==> config.mk <==
export PLATFORM = sky130hd
export DESIGN_NAME = muldiv_unit
export DESIGN_NICKNAME = d
export VERILOG_FILES = /design/src/rtl/muldiv_unit_pkg.sv /design/src/rtl/muldiv_unit_div_iter.sv /design/src/rtl/muldiv_unit.sv
export SDC_FILE = /design/constraint.sdc
export NUM_CORES = 2
export LEC_CHECK = 0
export CAP_MARGIN = 20
export CELL_PAD_IN_SITES_DETAIL_PLACEMENT = 1
export CELL_PAD_IN_SITES_GLOBAL_PLACEMENT = 1
export CORE_MARGIN = 3
export CORE_UTILIZATION = 45
export CTS_CLUSTER_DIAMETER = 60
export DETAILED_ROUTE_END_ITERATION = 8
export PLACE_DENSITY = 0.78
export SLEW_MARGIN = 10
export SYNTH_ARGS = -nofsm -noshare
export SYNTH_HDL_FRONTEND = slang
export SYNTH_SLANG_ARGS = --single-unit
==> constraint.sdc <==
create_clock -name clk -period 6.1 [get_ports clk]
set_input_delay 0.915 -clock clk [delete_from_list [all_inputs] [get_ports clk]]
set_output_delay 0.915 -clock clk [all_outputs]
set_load 0.05 [all_outputs]
==> src/rtl/muldiv_unit_pkg.sv <==
// Shared codes: opcode/funct types, muldiv op encodings, FSM states.
// funct_to_mdop maps a SPECIAL funct field onto the muldiv op bus.
package muldiv_unit_pkg;

  typedef enum logic [5:0] {
    OPC_SPECIAL = 6'h00
  } opcode_t;

  typedef enum logic [5:0] {
    FUNC_MFHI  = 6'h10,
    FUNC_MTHI  = 6'h11,
    FUNC_MFLO  = 6'h12,
    FUNC_MTLO  = 6'h13,
    FUNC_MULT  = 6'h18,
    FUNC_MULTU = 6'h19,
    FUNC_DIV   = 6'h1a,
    FUNC_DIVU  = 6'h1b
  } funct_t;

  typedef enum logic [2:0] {
    MD_MULT,
    MD_MULTU,
    MD_DIV,
    MD_DIVU,
    MD_MTHI,
    MD_MTLO
  } muldiv_op_t;

  typedef enum logic [1:0] {
    IDLE,
    DIV_RUN,
    DIV_FIX
  } md_state_t;

  function automatic logic is_muldiv(funct_t f);
    case (f)
      FUNC_MULT, FUNC_MULTU,
      FUNC_DIV,  FUNC_DIVU,
      FUNC_MTHI, FUNC_MTLO: return 1'b1;
      default:              return 1'b0;
    endcase
  endfunction

  function automatic muldiv_op_t funct_to_mdop(funct_t f);
    case (f)
      FUNC_MULTU: return MD_MULTU;
      FUNC_DIV:   return MD_DIV;
      FUNC_DIVU:  return MD_DIVU;
      FUNC_MTHI:  return MD_MTHI;
      FUNC_MTLO:  return MD_MTLO;
      default:    return MD_MULT;
    endcase
  endfunction

endpackage

==> src/rtl/muldiv_unit_div_iter.sv <==
// div_iter: restoring radix-2 magnitude divider, one quotient bit/cycle.
// Ports: load_i latches operands, step_i runs one bit, last_o on final step.
module div_iter
  import muldiv_unit_pkg::*;
#(
  parameter int WIDTH = 32
) (
  input  logic             clk,
  input  logic             reset,
  input  logic             load_i,
  input  logic             step_i,
  input  logic [WIDTH-1:0] dividend_i,
  input  logic [WIDTH-1:0] divisor_i,
  output logic [WIDTH-1:0] quot_o,
  output logic [WIDTH-1:0] rem_o,
  output logic             last_o
);

  localparam int CW = $clog2(WIDTH + 1);

  logic [WIDTH-1:0] quot_q, quot_d;
  logic [WIDTH-1:0] rem_q, rem_d;
  logic [WIDTH-1:0] dvs_q, dvs_d;
  logic [CW-1:0]    cnt_q, cnt_d;
  logic [WIDTH:0]   shifted;
  logic [WIDTH:0]   diff;

  // Dividend bits leave quot's MSB into rem while quotient bits enter
  // at the LSB; a zero divisor yields all-ones quotient, rem = dividend.
  always_comb begin
    shifted = {rem_q, quot_q[WIDTH-1]};
    diff    = shifted - {1'b0, dvs_q};
    quot_d  = quot_q;
    rem_d   = rem_q;
    dvs_d   = dvs_q;
    cnt_d   = cnt_q;
    if (load_i) begin
      quot_d = dividend_i;
      rem_d  = '0;
      dvs_d  = divisor_i;
      cnt_d  = CW'(WIDTH);
    end else if (step_i) begin
      if (!diff[WIDTH]) begin
        rem_d  = diff[WIDTH-1:0];
        quot_d = {quot_q[WIDTH-2:0], 1'b1};
      end else begin
        rem_d  = shifted[WIDTH-1:0];
        quot_d = {quot_q[WIDTH-2:0], 1'b0};
      end
      cnt_d = cnt_q - CW'(1);
    end
  end

  always_ff @(posedge clk or posedge reset) begin
    if (reset) begin
      quot_q <= '0;
      rem_q  <= '0;
      dvs_q  <= '0;
      cnt_q  <= '0;
    end else begin
      quot_q <= quot_d;
      rem_q  <= rem_d;
      dvs_q  <= dvs_d;
      cnt_q  <= cnt_d;
    end
  end

  assign quot_o = quot_q;
  assign rem_o  = rem_q;
  assign last_o = (cnt_q == CW'(1));

endmodule

==> src/rtl/muldiv_unit.sv <==
// HI/LO multiply/divide unit: 1-cycle MULT/MT*, iterative DIV via div_iter.
// Ports: start_i/op_i/rs_i/rt_i request, flush_i abort; hi_o/lo_o/busy_o/done_o.
module muldiv_unit
  import muldiv_unit_pkg::*;
#(
  parameter int WIDTH = 32
) (
  input  logic             clk,
  input  logic             reset,
  input  logic             start_i,
  input  muldiv_op_t       op_i,
  input  logic [WIDTH-1:0] rs_i,
  input  logic [WIDTH-1:0] rt_i,
  input  logic             flush_i,
  output logic [WIDTH-1:0] hi_o,
  output logic [WIDTH-1:0] lo_o,
  output logic             busy_o,
  output logic             done_o
);

  md_state_t        state_q, state_d;
  logic [WIDTH-1:0] hi_q, hi_d;
  logic [WIDTH-1:0] lo_q, lo_d;
  logic             done_q, done_d;
  logic             negq_q, negq_d;
  logic             negr_q, negr_d;
  logic             div0_q, div0_d;

  logic             is_signed;
  logic             div_load;
  logic             div_step;
  logic             div_last;
  logic [2*WIDTH-1:0] mul_a, mul_b, prod;
  logic [WIDTH-1:0] mag_rs, mag_rt;
  logic [WIDTH-1:0] quot, rem;
  logic [WIDTH-1:0] q_fix, r_fix;

  assign is_signed = (op_i == MD_MULT) || (op_i == MD_DIV);

  // Extending to 2W and keeping the low 2W bits gives the signed
  // product for sign-extended operands and the unsigned one otherwise.
  assign mul_a = {{WIDTH{is_signed & rs_i[WIDTH-1]}}, rs_i};
  assign mul_b = {{WIDTH{is_signed & rt_i[WIDTH-1]}}, rt_i};
  assign prod  = mul_a * mul_b;

  assign mag_rs = (is_signed && rs_i[WIDTH-1]) ? -rs_i : rs_i;
  assign mag_rt = (is_signed && rt_i[WIDTH-1]) ? -rt_i : rt_i;

  assign div_step = (state_q == DIV_RUN);

  div_iter #(.WIDTH(WIDTH)) u_div (
    .clk        (clk),
    .reset      (reset),
    .load_i     (div_load),
    .step_i     (div_step),
    .dividend_i (mag_rs),
    .divisor_i  (mag_rt),
    .quot_o     (quot),
    .rem_o      (rem),
    .last_o     (div_last)
  );

  // Divide by zero: remainder magnitude is |rs|, so the sign fix
  // restores rs; only the quotient needs forcing to all ones.
  assign q_fix = div0_q ? '1 : (negq_q ? -quot : quot);
  assign r_fix = negr_q ? -rem : rem;

  always_comb begin
    state_d  = state_q;
    hi_d     = hi_q;
    lo_d     = lo_q;
    done_d   = 1'b0;
    negq_d   = negq_q;
    negr_d   = negr_q;
    div0_d   = div0_q;
    div_load = 1'b0;
    unique case (state_q)
      IDLE: begin
        if (start_i && !flush_i) begin
          case (op_i)
            MD_MULT, MD_MULTU: {hi_d, lo_d} = prod;
            MD_MTHI:           hi_d = rs_i;
            MD_MTLO:           lo_d = rs_i;
            MD_DIV, MD_DIVU: begin
              div_load = 1'b1;
              negq_d   = is_signed
                       & (rs_i[WIDTH-1] ^ rt_i[WIDTH-1]);
              negr_d   = is_signed & rs_i[WIDTH-1];
              div0_d   = (rt_i == '0);
              state_d  = DIV_RUN;
            end
            default: ;
          endcase
        end
      end
      DIV_RUN: begin
        if (flush_i)       state_d = IDLE;
        else if (div_last) state_d = DIV_FIX;
      end
      DIV_FIX: begin
        state_d = IDLE;
        if (!flush_i) begin
          hi_d   = r_fix;
          lo_d   = q_fix;
          done_d = 1'b1;
        end
      end
      default: state_d = IDLE;
    endcase
  end

  always_ff @(posedge clk or posedge reset) begin
    if (reset) begin
      state_q <= IDLE;
      hi_q    <= '0;
      lo_q    <= '0;
      done_q  <= 1'b0;
      negq_q  <= 1'b0;
      negr_q  <= 1'b0;
      div0_q  <= 1'b0;
    end else begin
      state_q <= state_d;
      hi_q    <= hi_d;
      lo_q    <= lo_d;
      done_q  <= done_d;
      negq_q  <= negq_d;
      negr_q  <= negr_d;
      div0_q  <= div0_d;
    end
  end

  assign hi_o   = hi_q;
  assign lo_o   = lo_q;
  assign busy_o = (state_q != IDLE);
  assign done_o = done_q;

endmodule

Word-level counts from Yosys, hierarchy flattened

Index checks and enable logic that the tools add are counted.

Logic and storage cells: 84
Register bits after elaboration: 172
Output and inout port bits: 66

Equal/unequal tests: 14
Mux-type cells: 31
$add $sub $neg: 6
Reductions and logical operators: 17
$mul: 1
Bitwise logic cells: 4

Operators with widths:

| kind                                                                    | count |
|---|---|
| 32-bit 2-to-1 mux                                                       | 14 |
| 32-bit one-hot mux with 2 select lines                                  | 4 |
| 32-bit negation                                                         | 4 |
| 33-bit by 33-bit multiplier with 64-bit output                          | 1 |
| 33-bit by 32-bit subtractor with 33-bit output                          | 1 |
| 32-bit logical NOT                                                      | 1 |
| 6-bit 2-to-1 mux                                                        | 2 |
| 2-bit 2-to-1 mux                                                        | 4 |
| 4-bit AND reduction                                                     | 2 |
| 3-bit by 2-bit == test with 1-bit output, second input constant         | 2 |
| 3-bit == test, second input constant                                    | 2 |
| 6-bit by 1-bit == test with 1-bit output, second input constant         | 1 |
| 1-bit 2-to-1 mux                                                        | 6 |
| 3-bit by 1-bit inequality test with 1-bit output, second input constant | 2 |
| 3-bit AND reduction                                                     | 2 |
| 2-bit nonzero test                                                      | 3 |
| 6-bit by 1-bit subtractor with 6-bit output, second input constant      | 1 |
| 2-bit inequality test, second input constant                            | 2 |
| 2-bit one-hot mux with 2 select lines                                   | 1 |
| 2-bit OR reduction                                                      | 2 |
| 1-bit bitwise AND                                                       | 3 |
| 3-bit by 1-bit == test with 1-bit output, second input constant         | 1 |
| 1-bit logical AND                                                       | 3 |
| 3-bit logical NOT                                                       | 1 |
| 8 further kinds                                                         | 8 |

Logic depth before layout (Yosys ltp)

Word-level depth: 7
Depth in mapped cells: 34
Mapped depth without buffers: 29

Modules after synthesis

From an unflattened synthesis, not the netlist that was laid out.

Cell total of the unflattened synthesis: 5806
Area, all modules: 50790.0 um^2

By module, submodules not included:

| module      | seq. area each (um^2) | cells an instance | area an instance (um^2) | times used |
|---|---|---|---|---|
| muldiv_unit | 1751.7                | 5079              | 44333.8                 | 1 |
| div_iter    | 2552.4                | 727               | 6456.2                  | 1 |

Least setup slack after synthesis

No wires, ideal clock.

Kind: input to register
From: input op_i[2]
To: register hi_q[31], in the netlist hi_o[31]
Library setup time: 137 ps
Arrival time: 9201 ps
Stages on the path: 32
Data required time: 5963 ps
Setup slack: -3239 ps
Path through: clkbuf_1 nor2_1 and2_1 clkbuf_1 clkbuf_1 buf_1 nand2_1 inv_1 fa_1 inv_1 fa_1 inv_1 fa_1 fa_1 inv_1 fa_1 inv_1 fa_1 inv_1 fa_1 fa_1 inv_1 ha_1 clkbuf_1 nand4_1 o21ai_0 o211ai_1 a211oi_1 o21ai_0 o21ai_0 xnor2_1 o22ai_1

Word-level cells in the longest chain between the ends: 7
Elaborated cells on any way between the ends: 14

RTL lines:

| what                                                                          | line                                 | text |
|---|---|---|
| from (decl)                                                                   | muldiv_unit.sv:11                    | `input muldiv_op_t op_i,` |
| 3-bit by 2-bit == test with 1-bit output or 3-bit logical NOT (tied branches) | muldiv_unit.sv:38, muldiv_unit.sv:80 |  |
| 1-bit logical OR                                                              | muldiv_unit.sv:38                    | `assign is_signed = (op_i == MD_MULT) \|\| (op_i == MD_DIV);` |
| 1-bit bitwise AND, on equally long branches                                   | muldiv_unit.sv:42, muldiv_unit.sv:43 |  |
| 33-bit by 33-bit multiplier with 64-bit output                                | muldiv_unit.sv:44                    | `assign prod = mul_a * mul_b;` |
| 32-bit one-hot mux with 2 select lines                                        | muldiv_unit.sv:80                    | `case (op_i)` |
| 32-bit 2-to-1 mux                                                             | muldiv_unit.sv:79                    | `if (start_i && !flush_i) begin` |
| 32-bit one-hot mux with 2 select lines                                        | muldiv_unit.sv:77                    | `unique case (state_q)` |
| to (signal assigned)                                                          | muldiv_unit.sv:123                   | `hi_q <= hi_d;` |
| to (decl)                                                                     | muldiv_unit.sv:22                    | `logic [WIDTH-1:0] hi_q, hi_d;` |

Parallel ways exist; a longest one is shown, timed or not. The select of a mux whose other input is x is not followed.
A chain may end at the register's enable or synchronous reset.

Worst setup path in the final report

From: input rt_i[7]
To: register lo_q[27], in the netlist lo_o[27]

Word-level cells in the longest chain between the ends: 4

RTL lines:

| what                                           | line               | text |
|---|---|---|
| from (decl)                                    | muldiv_unit.sv:13  | `input logic [WIDTH-1:0] rt_i,` |
| 33-bit by 33-bit multiplier with 64-bit output | muldiv_unit.sv:44  |  |
| 32-bit one-hot mux with 2 select lines         | muldiv_unit.sv:80  |  |
| 32-bit 2-to-1 mux                              | muldiv_unit.sv:79  |  |
| 32-bit one-hot mux with 2 select lines         | muldiv_unit.sv:77  |  |
| to (signal assigned)                           | muldiv_unit.sv:124 | `lo_q <= lo_d;` |
| to (decl)                                      | muldiv_unit.sv:23  | `logic [WIDTH-1:0] lo_q, lo_d;` |

Every way passes these cells. The select of a mux whose other input is x is not followed.

==> key figures <==
Routing
  • Routed Antenna Nets: 0
  • Via Count: 51.53k
  • DRT iter0 DRCs: 7,232
  • DR vias/cell: 6.566
  • Wirelength, routed: 284,200 um
  • WL per Instance: 36.22 um
  • Drc violations: 8
  • First drt pass iteration count: 9

Global route
  • Antenna violations before repair: 47
  • Vias in the first global route: 55.36k
  • Pin count of the biggest net entering global routing: 99
  • First-pass GRT wire length: 350,600 um
  • Grt total ovfl: 0
  • Total GRT Usage: 40.75%

Clocking
  • TritonCTS Sinks: 172
  • Max Buffers Root-to-Sink: 3
  • Clk root buf: clkbuf_16
  • Number of buffers created by CTS: 25
  • CTS clk-pin slew, worst paths: 0.07 ns
  • Post-CTS Hold Buffers: 0
  • CTS H-tree depth: 4
  • CTS tree: done
  • Clock Latency Late Sink: 0.59 ns

Floorplanning
  • Starting Density: 45.72%
  • Die Y: 340.0 um
  • Die Wd: 340.0 um
  • Std cell rows: 121
  • Total I/O pin count: 137
  • Die area: 0.1156 mm^2
  • Core area: 0.1098 mm^2

STA
  • Clock skew: 0.06715 ns
  • Final setup fails: 57
  • Fmax: 97.92 MHz
  • Final min period: 10.21 ns
  • Setup_tns: -179.21 ns
  • Final Hold Fails: 0
  • RSZ-0062 raised after global routing: yes
  • Headroom to the max-slew limit: 13.55%
  • Final worst slack: -4.112 ns
  • Worst-Margin Slew: 1.283 ns
  • Count of pins over their slew limit: 0
  • Fin crit share: 167.4%

Status
  • Failing checks: DRC, setup timing
  • Status: finished, violations left

Logic synthesis
  • Register area share after synthesis: 8.576%
  • Syn Nets: 7,234
  • Yosys cell types: 77
  • Post-synth EDFFs: 0
  • Cells after Synth: 5,786
  • Area contributors post-synth: fa_1 45%, inv_1 8.9%, dfrtp_1 8.6%
  • Post-synth top area cell: fa_1
  • Top-count cell post-synth: inv_1
  • Area share of the largest cell type after synthesis: 44.92%
  • Cell area after synthesis: 0.05019 mm^2
  • Warnings from Yosys: 0
  • Post-synth ARST share: 100.0%
  • Post-synth top cells: 1,193 x inv_1, 1,126 x fa_1, 994 x nand2_1
  • Register bit total from synthesis: 172
  • Top_reg_cell synth: dfrtp_1
  • Synth Area per Inst: 8.674 um^2

Worst setup path
  • Reg2reg path depth: 15
  • R2R Setup Slk: 1.03 ns
  • Crit path capture type: flop
  • CP Launch Type: primary input
  • Crit path required time: 6.48 ns
  • WS Path Type: in2reg
  • CP arrival: 10.59 ns
  • Worst-path fanout max: 13
  • R2R Path End: u_div.rem_o[12]$_DFFE_PP0P_
  • Launching point of the worst reg2reg path: u_div.quot_o[31]$_DFFE_PP0P_

Placed design
  • Hpwl dp: 156,800 um
  • DP Worst Slack: -2.967 ns
  • Placed Area: 0.05725 mm^2
  • Final GP Congestion: 0.9435
  • # port buffers: 136

Min path
  • Hold Crit Class: reg2reg
  • Worst hold path endpoint: u_div.dvs_q[26]$_DFFE_PP0P_
  • Hold Startpoint: u_div.dvs_q[26]$_DFFE_PP0P_
  • Hold depth: 2

Run
  • Max Cap Viol: 0

Finish
  • Nets: 7,779
  • Final instance area: 0.06320 mm^2
  • Layout cells sized above 1: 22.11%
  • Util after Layout: 57.58%
  • Area Growth Syn to Fin: 25.93%
==> logic make-up after synthesis <==
| group | share of synthesized area [%] |
|---|---|
| fa+ha+maj | 51.17 |
| mux | 0.4014 |
| xor+xnor | 3.543 |
| compound gates | 8.783 |
| buf+inv | 11.64 |
| flops | 8.576 |
| simple gates | 15.89 |
==> layer usage <==
| layer | wire (um) | GRT usage (%) |
|---|---|---|
| met5 | 1800 | 0.3750 |
| met2 | 118900 | 66.03 |
| met1 | 84840 | 43.82 |
| met3 | 41020 | 10.61 |
| met4 | 37590 | 36.78 |
==> registers in the layout, indices dropped and copies added, names as in the netlist <==
signal / flops
div0_q: 1
done_o: 1
hi_o: 32
lo_o: 32
negq_q: 1
negr_q: 1
state_q: 2
u_div.cnt_q: 6
u_div.dvs_q: 32
u_div.quot_o: 32
u_div.rem_o: 32
==> area by class of cell <==
type / count / area [um^2]
Fill cell: 12300 / 46560
Multi-Input combinational cell: 4060 / 43030
Timing Repair Buffer: 879 / 8713
Inverter: 1193 / 4511
Sequential cell: 172 / 4304
Tap cell: 1476 / 1847
Clock buffer: 28 / 656.9
Antenna cell: 35 / 87.58
Clock inverter: 4 / 50.05
==> critical path, cell delays in order <==
cell,delay [ns]
buf_12,0.14
buf_8,0.22
nand2_1,0.57
fa_1,0.97
inv_1,0.61
fa_1,0.62
fa_1,0.47
fa_2,0.61
fa_2,0.60
fa_1,0.62
inv_2,0.05
fa_1,0.48
inv_1,0.15
fa_1,0.52
ha_1,0.58
buf_4,0.29
a21o_4,0.20
a21oi_4,0.19
o2111ai_4,0.20
o21ai_4,0.25
buf_6,0.16
buf_6,0.13
buf_6,0.11
nand2b_4,0.13
xnor2_4,0.34
o21ai_2,0.09
o21ai_2,0.14
o21ai_1,0.10
==> worst max-delay path by stage <==
stage / cells past startpoint / to / from / slack (ns)
2_1_floorplan: 32 / hi_o[25]$_DFFE_PP0P_ / op_i[2] / -2.19
3_3_place_gp: 28 / hi_o[31]$_DFFE_PP0P_ / op_i[0] / -2.75
3_5_place_dp: 30 / hi_o[31]$_DFFE_PP0P_ / op_i[0] / -2.97
4_1_cts: 30 / hi_o[25]$_DFFE_PP0P_ / op_i[2] / -1.65
5_1_grt: 29 / hi_o[24]$_DFFE_PP0P_ / rt_i[10] / -3.65
6_report: 28 / lo_o[27]$_DFFE_PP0P_ / rt_i[7] / -4.11
==> stage by stage <==
stage                     instances  hold WS, ns
after global routing           7831       0.5194
after floorplan                5786       0.4498
after CTS                      7781       0.4825
after detailed placement       7594       0.4699
after global placement         7594       0.4592
final                          7847       0.4855
==> cells in the final DEF, fill, tap and decap left out, types with 15 or more instances in the layout <==
| cell | Yosys | final |
|---|---|---|
| inv_1 | 1193 | 1110 |
| fa_1 | 1126 | 1040 |
| nand2_1 | 994 | 964 |
| buf_4 | 0 | 547 |
| and2_1 | 312 | 271 |
| ha_1 | 251 | 187 |
| dfrtp_1 | 172 | 172 |
| nor2_1 | 186 | 171 |
| buf_6 | 0 | 132 |
| xnor2_1 | 145 | 127 |
| a21oi_1 | 167 | 108 |
| o21ai_0 | 157 | 100 |
| fa_2 | 0 | 86 |
| o21ai_1 | 69 | 82 |
| buf_12 | 0 | 79 |
| inv_2 | 0 | 73 |
| clkdlybuf4s50_1 | 0 | 71 |
| ha_4 | 0 | 60 |
| nand3_1 | 59 | 53 |
| a21o_1 | 56 | 53 |
| xor2_1 | 58 | 52 |
| a31oi_1 | 45 | 43 |
| and2_4 | 0 | 40 |
| a21oi_2 | 0 | 36 |
| diode_2 | 0 | 35 |
| o31ai_1 | 32 | 27 |
| and3_1 | 35 | 27 |
| o21ai_2 | 0 | 26 |
| clkbuf_16 | 0 | 25 |
| nand2b_1 | 27 | 24 |
| a21oi_4 | 0 | 23 |
| nor3_1 | 30 | 22 |
| nand2_2 | 0 | 21 |
| or3_1 | 25 | 21 |
| buf_8 | 0 | 19 |
| o21ai_4 | 0 | 18 |
| o211ai_1 | 17 | 17 |
| mux2i_1 | 19 | 17 |
| nand4_1 | 15 | 15 |
==> timing repair <==
item / CTS / global route
resized for setup: 725 / 214
gates cloned: 15 / 0
setup endpoints to repair: 55 / 56
pin swaps: 459 / 224
setup buffers: 152 / 43
Power is not shown: default switching activity piles up to over one toggle a cycle in this logic, so the estimate is an artifact.
